[src/rtl/multicore_launcher.sv]
`default_nettype none
// ============================================================================
// Module      : multicore_launcher
// Description : Waits for all selected cores to be ready, pulses a one-cycle
//               active-low start, then tracks completion and run length.
// Revision    : 1.0 - initial release
// ============================================================================
module multicore_launcher #(
    parameter int CORE_COUNT = 4,
    parameter int CYC_WIDTH  = 24
) (
    input  logic                  clk,
    input  logic                  rst,
    input  logic                  start,
    input  logic [CORE_COUNT-1:0] core_mask,
    input  logic [CORE_COUNT-1:0] core_ready,
    input  logic [CORE_COUNT-1:0] core_done,
    output logic [CORE_COUNT-1:0] core_startN,
    output logic                  busy,
    output logic                  all_done,
    output logic [CORE_COUNT-1:0] done_flags,
    output logic [CYC_WIDTH-1:0]  cycle_count
);

    localparam logic [CYC_WIDTH-1:0] c_CYC_ONE = {{(CYC_WIDTH-1){1'b0}}, 1'b1};

    typedef enum logic [2:0] {
        S_IDLE       = 3'd0,
        S_WAIT_READY = 3'd1,
        S_LAUNCH     = 3'd2,
        S_RUN        = 3'd3,
        S_FINISH     = 3'd4
    } state_t;

    state_t                r_state;
    logic [CORE_COUNT-1:0] r_maskQ;
    logic [CORE_COUNT-1:0] r_doneP;
    logic [CORE_COUNT-1:0] r_doneFlags;
    logic [CORE_COUNT-1:0] r_startN;
    logic [CYC_WIDTH-1:0]  r_cycleCount;
    logic                  r_busy;
    logic                  r_allDone;

    logic                  w_accept;
    logic                  w_allReady;
    logic [CORE_COUNT-1:0] w_doneRise;
    logic [CORE_COUNT-1:0] w_flagsNext;
    logic                  w_cntMax;

    assign w_accept    = start && (core_mask != '0);
    assign w_allReady  = (core_ready & r_maskQ) == r_maskQ;
    // Only a fresh 0->1 transition counts, so a level left over from the last run is ignored.
    assign w_doneRise  = core_done & ~r_doneP & r_maskQ;
    assign w_flagsNext = r_doneFlags | w_doneRise;
    assign w_cntMax    = &r_cycleCount;

    always_ff @(posedge clk or posedge rst) begin
        if (rst) begin
            r_state      <= S_IDLE;
            r_maskQ      <= '0;
            r_doneP      <= '0;
            r_doneFlags  <= '0;
            r_startN     <= '1;
            r_cycleCount <= '0;
            r_busy       <= 1'b0;
            r_allDone    <= 1'b0;
        end else begin
            r_doneP  <= core_done;
            r_startN <= '1;
            case (r_state)
                S_IDLE: begin
                    if (w_accept) begin
                        r_maskQ <= core_mask;
                        r_busy  <= 1'b1;
                        r_state <= S_WAIT_READY;
                    end
                end
                S_WAIT_READY: begin
                    // Start pulse and run-state clearing are registered on entry to LAUNCH.
                    if (w_allReady) begin
                        r_startN     <= ~r_maskQ;
                        r_doneFlags  <= '0;
                        r_cycleCount <= '0;
                        r_state      <= S_LAUNCH;
                    end
                end
                S_LAUNCH: begin
                    r_state <= S_RUN;
                end
                S_RUN: begin
                    r_doneFlags <= w_flagsNext;
                    if (!w_cntMax) begin
                        r_cycleCount <= r_cycleCount + c_CYC_ONE;
                    end
                    if ((w_flagsNext & r_maskQ) == r_maskQ) begin
                        r_busy    <= 1'b0;
                        r_allDone <= 1'b1;
                        r_state   <= S_FINISH;
                    end
                end
                S_FINISH: begin
                    if (w_accept) begin
                        r_maskQ   <= core_mask;
                        r_busy    <= 1'b1;
                        r_allDone <= 1'b0;
                        r_state   <= S_WAIT_READY;
                    end
                end
                default: begin
                    r_state <= S_IDLE;
                end
            endcase
        end
    end

    assign core_startN = r_startN;
    assign busy        = r_busy;
    assign all_done    = r_allDone;
    assign done_flags  = r_doneFlags;
    assign cycle_count = r_cycleCount;

endmodule
`default_nettype wire

[config.mk]
export PLATFORM = sky130hd
export DESIGN_NAME = multicore_launcher
export DESIGN_NICKNAME = d
export VERILOG_FILES = /design/src/rtl/multicore_launcher.sv
export SDC_FILE = /design/constraint.sdc
export NUM_CORES = 1
export LEC_CHECK = 0
export CORE_ASPECT_RATIO = 0.7
export CORE_MARGIN = 2
export CORE_UTILIZATION = 50
export CTS_CLUSTER_DIAMETER = 150
export DETAILED_ROUTE_END_ITERATION = 10
export PLACE_DENSITY = 0.79
export SETUP_SLACK_MARGIN = 0.15
export SYNTH_ARGS = -nofsm -noshare
export SYNTH_HDL_FRONTEND = slang
export SYNTH_SLANG_ARGS = --single-unit
[constraint.sdc]
create_clock -name clk -period 2.95 [get_ports clk]
set_clock_uncertainty 0.2 [all_clocks]
set_input_delay 0.295 -clock clk [delete_from_list [all_inputs] [get_ports clk]]
set_output_delay 0.295 -clock clk [all_outputs]
set_load 0.1 [all_outputs]
* Word-level counts from Yosys, hierarchy flattened *
Cells that the tools add are included.

word-level totals
  word-level logic and storage cells = 58
  input bits = 15
  register bits after elaboration = 45
  output and inout bits = 34

cells by class
  mux-type cells = 17
  bitwise logic cells = 7
  reduce and logical (&&, ||, !) cells = 14
  $add $sub $neg = 1
  eq/ne operators = 11

operator list
  kind                                           number
  2-to-1 mux 24 bit                              2
  case mux 24 bit (2 select lines)               1
  adder 24 x 1 -> 24 bit, second input constant  1
  AND reduction 24 bit                           1
  bitwise AND 4 bit                              4
  2-to-1 mux 4 bit                               3
  case mux 3 bit (4 select lines)                1
  AND reduction 3 bit                            4
  2-to-1 mux 3 bit                               3
  == test 4 bit                                  2
  != test 2 bit, second input constant           4
  inverter 4 bit                                 2
  case mux 4 bit (2 select lines)                1
  == test 3 x 2 -> 1 bit, second input constant  2
  nonzero test 2 bit                             3
  2-to-1 mux 1 bit                               4
  bitwise OR 4 bit                               1
  case mux 1 bit (2 select lines)                2
  AND reduction 2 bit                            2
  nonzero test 4 bit                             1
  == test 3 x 1 -> 1 bit, second input constant  1
  == test 3 bit, second input constant           1
  logical NOT 3 bit                              1
  != test 2 x 1 -> 1 bit, second input constant  1
  2 further kinds                                2

* Longest topological paths before layout *
  word-level depth = 8
  mapped depth = 8
  gate-level depth less buffers = 6

* Worst setup path after synthesis *
No wires, ideal clock.

  kind = reg2reg
  start = reg r_cycleCount[0] (netlist: cycle_count[0])
  end = reg r_cycleCount[5] (netlist: cycle_count[5])
  required time = 2574 ps
  library setup time = 176 ps
  period minus slack after synthesis = 2842 ps
  data arrival time = 2466 ps
  stages on the path, launching flop included = 8
  buffers on the path = 1
  setup slack = 108 ps
  cells stage by stage = dfrtp_1 > ha_1 > nand4_1 > nor4_2 > a41oi_2 > buf_4 > a31oi_1 > a31oi_1

on the way
  cells in the longest elaborated chain, start to end = 3
  elaborated cells on any way between the ends = 6
  those cells by class = 1 x add/sub; 1 x eq/ne; 2 x mux; 2 x reduce/logical

ends and longest elaborated chain
  element                                                                  RTL line  text
  start, declared                                                          40        logic [CYC_WIDTH-1:0] r_cycleCount;
  start signal, assigned                                                   93        r_cycleCount <= r_cycleCount + c_CYC_ONE;
  adder 24 x 1 -> 24 bit or AND reduction 24 bit (tied branches)           93, 55
  2-to-1 mux 24 bit or != test 2 bit (tied branches)                       n/a
  case mux 24 bit (2 select lines) or AND reduction 3 bit (tied branches)  n/a

Parallel ways exist; a longest one is shown, timed or not. The select of a mux whose other input is x is not followed.
A chain may end at the register's enable or synchronous reset.

* Worst setup path in the final report *
  start = reg r_cycleCount[0] (netlist: cycle_count[0])
  end = reg r_cycleCount[3] (netlist: cycle_count[3])

The elaborated chain is that of the path after synthesis.

==> qor.txt <==
================================================================================
Status ............................................................    completed
Post-synth EDFFs ..................................................            0
Root Driver .......................................................     clkbuf_8
Clock transition at the registers of the reported paths ...........      0.08 ns
Post-synthesis area per instance ..................................   9.733 um^2
Worst hold-check path type ........................................ input port to async pin
Congestion Overflow GR ............................................            0
Critical path peak fanout .........................................           16
Worst slew margin relative to its limit ...........................       0.4974
Pleak .............................................................     1.229 nW
Part of the total power dissipated in the clock network ...........        0.117
Transition time at the pin with the least slew margin .............    0.7511 ns
Predominant post-synthesis flop cell ..............................      dfrtp_1
Number of storage elements in the synthesis netlist ...............           45
Total wirelength of the detailed-routed design ....................      5332 um
Final net count ...................................................          300
CTS tree ..........................................................        built
Compound-cell area share of the yosys netlist .....................       0.2076
Async set-or-reset flop fraction in the synthesized netlist .......        1.000
H-tree depth ......................................................            2
Routed length per placed instance .................................     15.68 um
Post-DP HPWL ......................................................      3799 um
Initial core utilization ..........................................       0.5194
N_diodes ..........................................................            0
Main combinational cell family by area after synthesis ............ compound AO/OA/AOI/OAI gates
Longest Clk Path Bufs .............................................            2
DRC violation total after the first TritonRoute iteration .........          111
Worst skew pair latency ...........................................      0.31 ns
Adder-cell share of the synthesized area ..........................     0.005565
Top area cells in the synthesized netlist ......................... dfrtp_1 46%, dfstp_2 4.7%, nand2_1 3.7%
Power per unit of standard cell area .............................. 1160 nW/um^2
Switching power of the nets .......................................   0.001810 W
Total die area ....................................................    5058 um^2
Required @ worst endpoint .........................................      2.94 ns
Filler cell count .................................................          377
Unrepaired setup endpoints after global routing ...................           no
Maximum clock frequency ...........................................   0.4137 GHz
Post-synth top cells .............................................. 41 x dfrtp_1, 22 x nand2_1, 16 x nor2_1
Share of synthesized area occupied by flip-flops and latches ......       0.5031
Buffers inserted by post-CTS timing repair ........................            0
DR vias/cell ......................................................        5.953
Worst EP arrival ..................................................      2.41 ns
Global placement routability congestion ...........................       0.8462
Via count of the first global-routing pass ........................         1869
Hold buffers post-CTS .............................................            0
Sequential power share ............................................        0.314
Maximum number of pins on one net before global-route repair ......           46
Worst setup path class ............................................ flop to flop
FP Rows ...........................................................           20
Worst IR drop on VDD ..............................................  0.0008830 V
Remaining antenna violation count .................................            0
Number of primary I/O pins ........................................           49
Antenna violations before repair ..................................            0
Number of buffers created by CTS ..................................            5
Number of cells produced by synthesis .............................          231
Count of clock tree sinks .........................................           45
Cell taking the most area after synthesis .........................      dfrtp_1
Setup WS pre-CTS ..................................................    0.3361 ns
TNS Setup .........................................................         0 ns
Die width .........................................................     84.15 um
Area taken by flip-flops and latches ..............................    1134 um^2
Placeable core region .............................................    4329 um^2
Syn Std Cell Area .................................................    2248 um^2
Vias post-DR ......................................................         2024
Internal power ....................................................   0.001433 W
Pins Over Slew Limit ..............................................            0
Category of the worst setup path capture point ....................         flop
GRT Resource Usage Total ..........................................       0.2289
Area of the multi-input gates .....................................    1017 um^2
Switching portion of total power ..................................       0.5582
Chip height .......................................................     60.11 um
Number of distinct library cells after synthesis ..................           47
Count of port buffers added during placement ......................           48
First-pass GRT wire length ........................................      8942 um
DRC ...............................................................            0
Period Utilization, post-route ....................................       0.8195
Fraction of final layout cells with drive strength greater than 1 .       0.2351
Post-route worst setup slack ......................................    0.5326 ns
Multiplexer share of the synthesized area .........................      0.02894
Number of hold-slack violations in the final timing report ........            0
Top-count cell post-synth .........................................      dfrtp_1
Area growth from synthesis to layout ..............................       24.37%
Logic gate share of total power ...................................        0.570
Syn Nets ..........................................................          247
DR pass1 iterations ...............................................            4
Synthesis Warnings ................................................            0
CP Launch Type ....................................................         flop
Fin crit period ...................................................     2.417 ns
# setup viols final ...............................................            0
Post-cts gate resize count ........................................            0
Fraction of the mapped netlist area in simple logic gates .........       0.2065
Fraction of synthesized cell area in xor and xnor cells ...........     0.003895
Max capacitance violation total ...................................            0
Fraction of synthesized cell area taken by the top area cell type .       0.4563
================================================================================
[power by group through the flow]
stage / registers [W] / logic [W] / clock network, W
after floorplan: 0.00180 / 0.000642 / 0
after global placement: 0.00101 / 0.00182 / 0
after detailed placement: 0.00102 / 0.00185 / 0
after CTS: 0.00101 / 0.00185 / 0.000382
after global routing: 0.00105 / 0.00196 / 0.000413
final: 0.00102 / 0.00185 / 0.000379
[cells by family (layout without fill, tap and decap cells)]
| logic type | after synthesis | count (layout) |
|---|---|---|
| AO/OA/AOI/OAI | 69 | 69 |
| buffers and inverters | 22 | 76 |
| AND/OR/NAND/NOR | 87 | 87 |
| adder cells (fa/ha/maj) | 1 | 1 |
| multiplexers | 6 | 6 |
| XOR/XNOR | 1 | 1 |
| flip-flops | 45 | 45 |
[state kept, by name, indices dropped and copies added (netlist names)]
name and count:
core_startN 4, cycle_count 24, r_maskQ 4, busy 1
r_state 3, all_done 1, r_doneP 4, done_flags 4
[cells in the final DEF (no fill, tap or decap), types with 5 or more instances in the layout]
cell type         n
nand3_1          11
inv_1            13
dfrtp_1          39
buf_4            40
a21oi_1          14
o21ai_1          15
nand4_1           8
a31oi_1          12
clkbuf_8          5
clkdlybuf4s50_1  14
a41oi_1           5
nor2_1           16
nor2b_1           5
nand2_1          22
[routing by layer]
layer	GRT usage	wire length (um)	up-vias
li1	-	-	968
met1	0.3289	2557	982
met2	0.3469	2335	68
met3	0.04420	367	6
met4	0.08756	72	0
met5	0	0	-
[cell type report]
cell class / count / share of cell area
sequential: 45 / 0.4054
multi-input combinational: 164 / 0.3638
timing repair buffer: 54 / 0.1575
clock buffer: 7 / 0.02729
tap: 55 / 0.02461
inverter: 14 / 0.01879
clock inverter: 1 / 0.002685
[final timing paths]
check / start / to / slack, ns / cells after the start
max: cycle_count[0]$_DFFE_PP0P_ / cycle_count[3]$_DFFE_PP0P_ / 0.53 / 7
min: rst / done_flags[1]$_DFFE_PP0P_ / 0.22 / 3
max reg2reg: cycle_count[0]$_DFFE_PP0P_ / cycle_count[3]$_DFFE_PP0P_ / 0.53 / 7
min reg2reg: r_maskQ[3]$_DFFE_PP0P_ / core_startN[3]$_DFF_PP1_ / 0.28 / 1
max in group asynchronous: rst / cycle_count[0]$_DFFE_PP0P_ / 1.92 / 3
min in group clk: r_maskQ[3]$_DFFE_PP0P_ / core_startN[3]$_DFF_PP1_ / 0.28 / 1
[stage by stage]
stage                     total power [W]  hold slack [ns]  instances    util  area [um^2]
final                            0.003243           0.2244        340  0.6460         2796
after CTS                        0.003242           0.2613        340  0.6460         2796
after floorplan                  0.002445           0.1264        231       -         2251
after global placement           0.002830           0.2471        332  0.6266         2713
after global routing             0.003422           0.2779        340  0.6460         2796
after detailed placement         0.002866           0.2673        332  0.6266         2713
[critical path, stage by stage (launching register included)]
cell     delay, ns
dfrtp_2       0.43
ha_1          0.22
nand4_1       0.21
nor4_2        0.39
a41oi_2       0.29
buf_4         0.28
a41oi_1       0.22
nor2_1        0.05
Note: power is estimated with default switching activity, not from simulation.
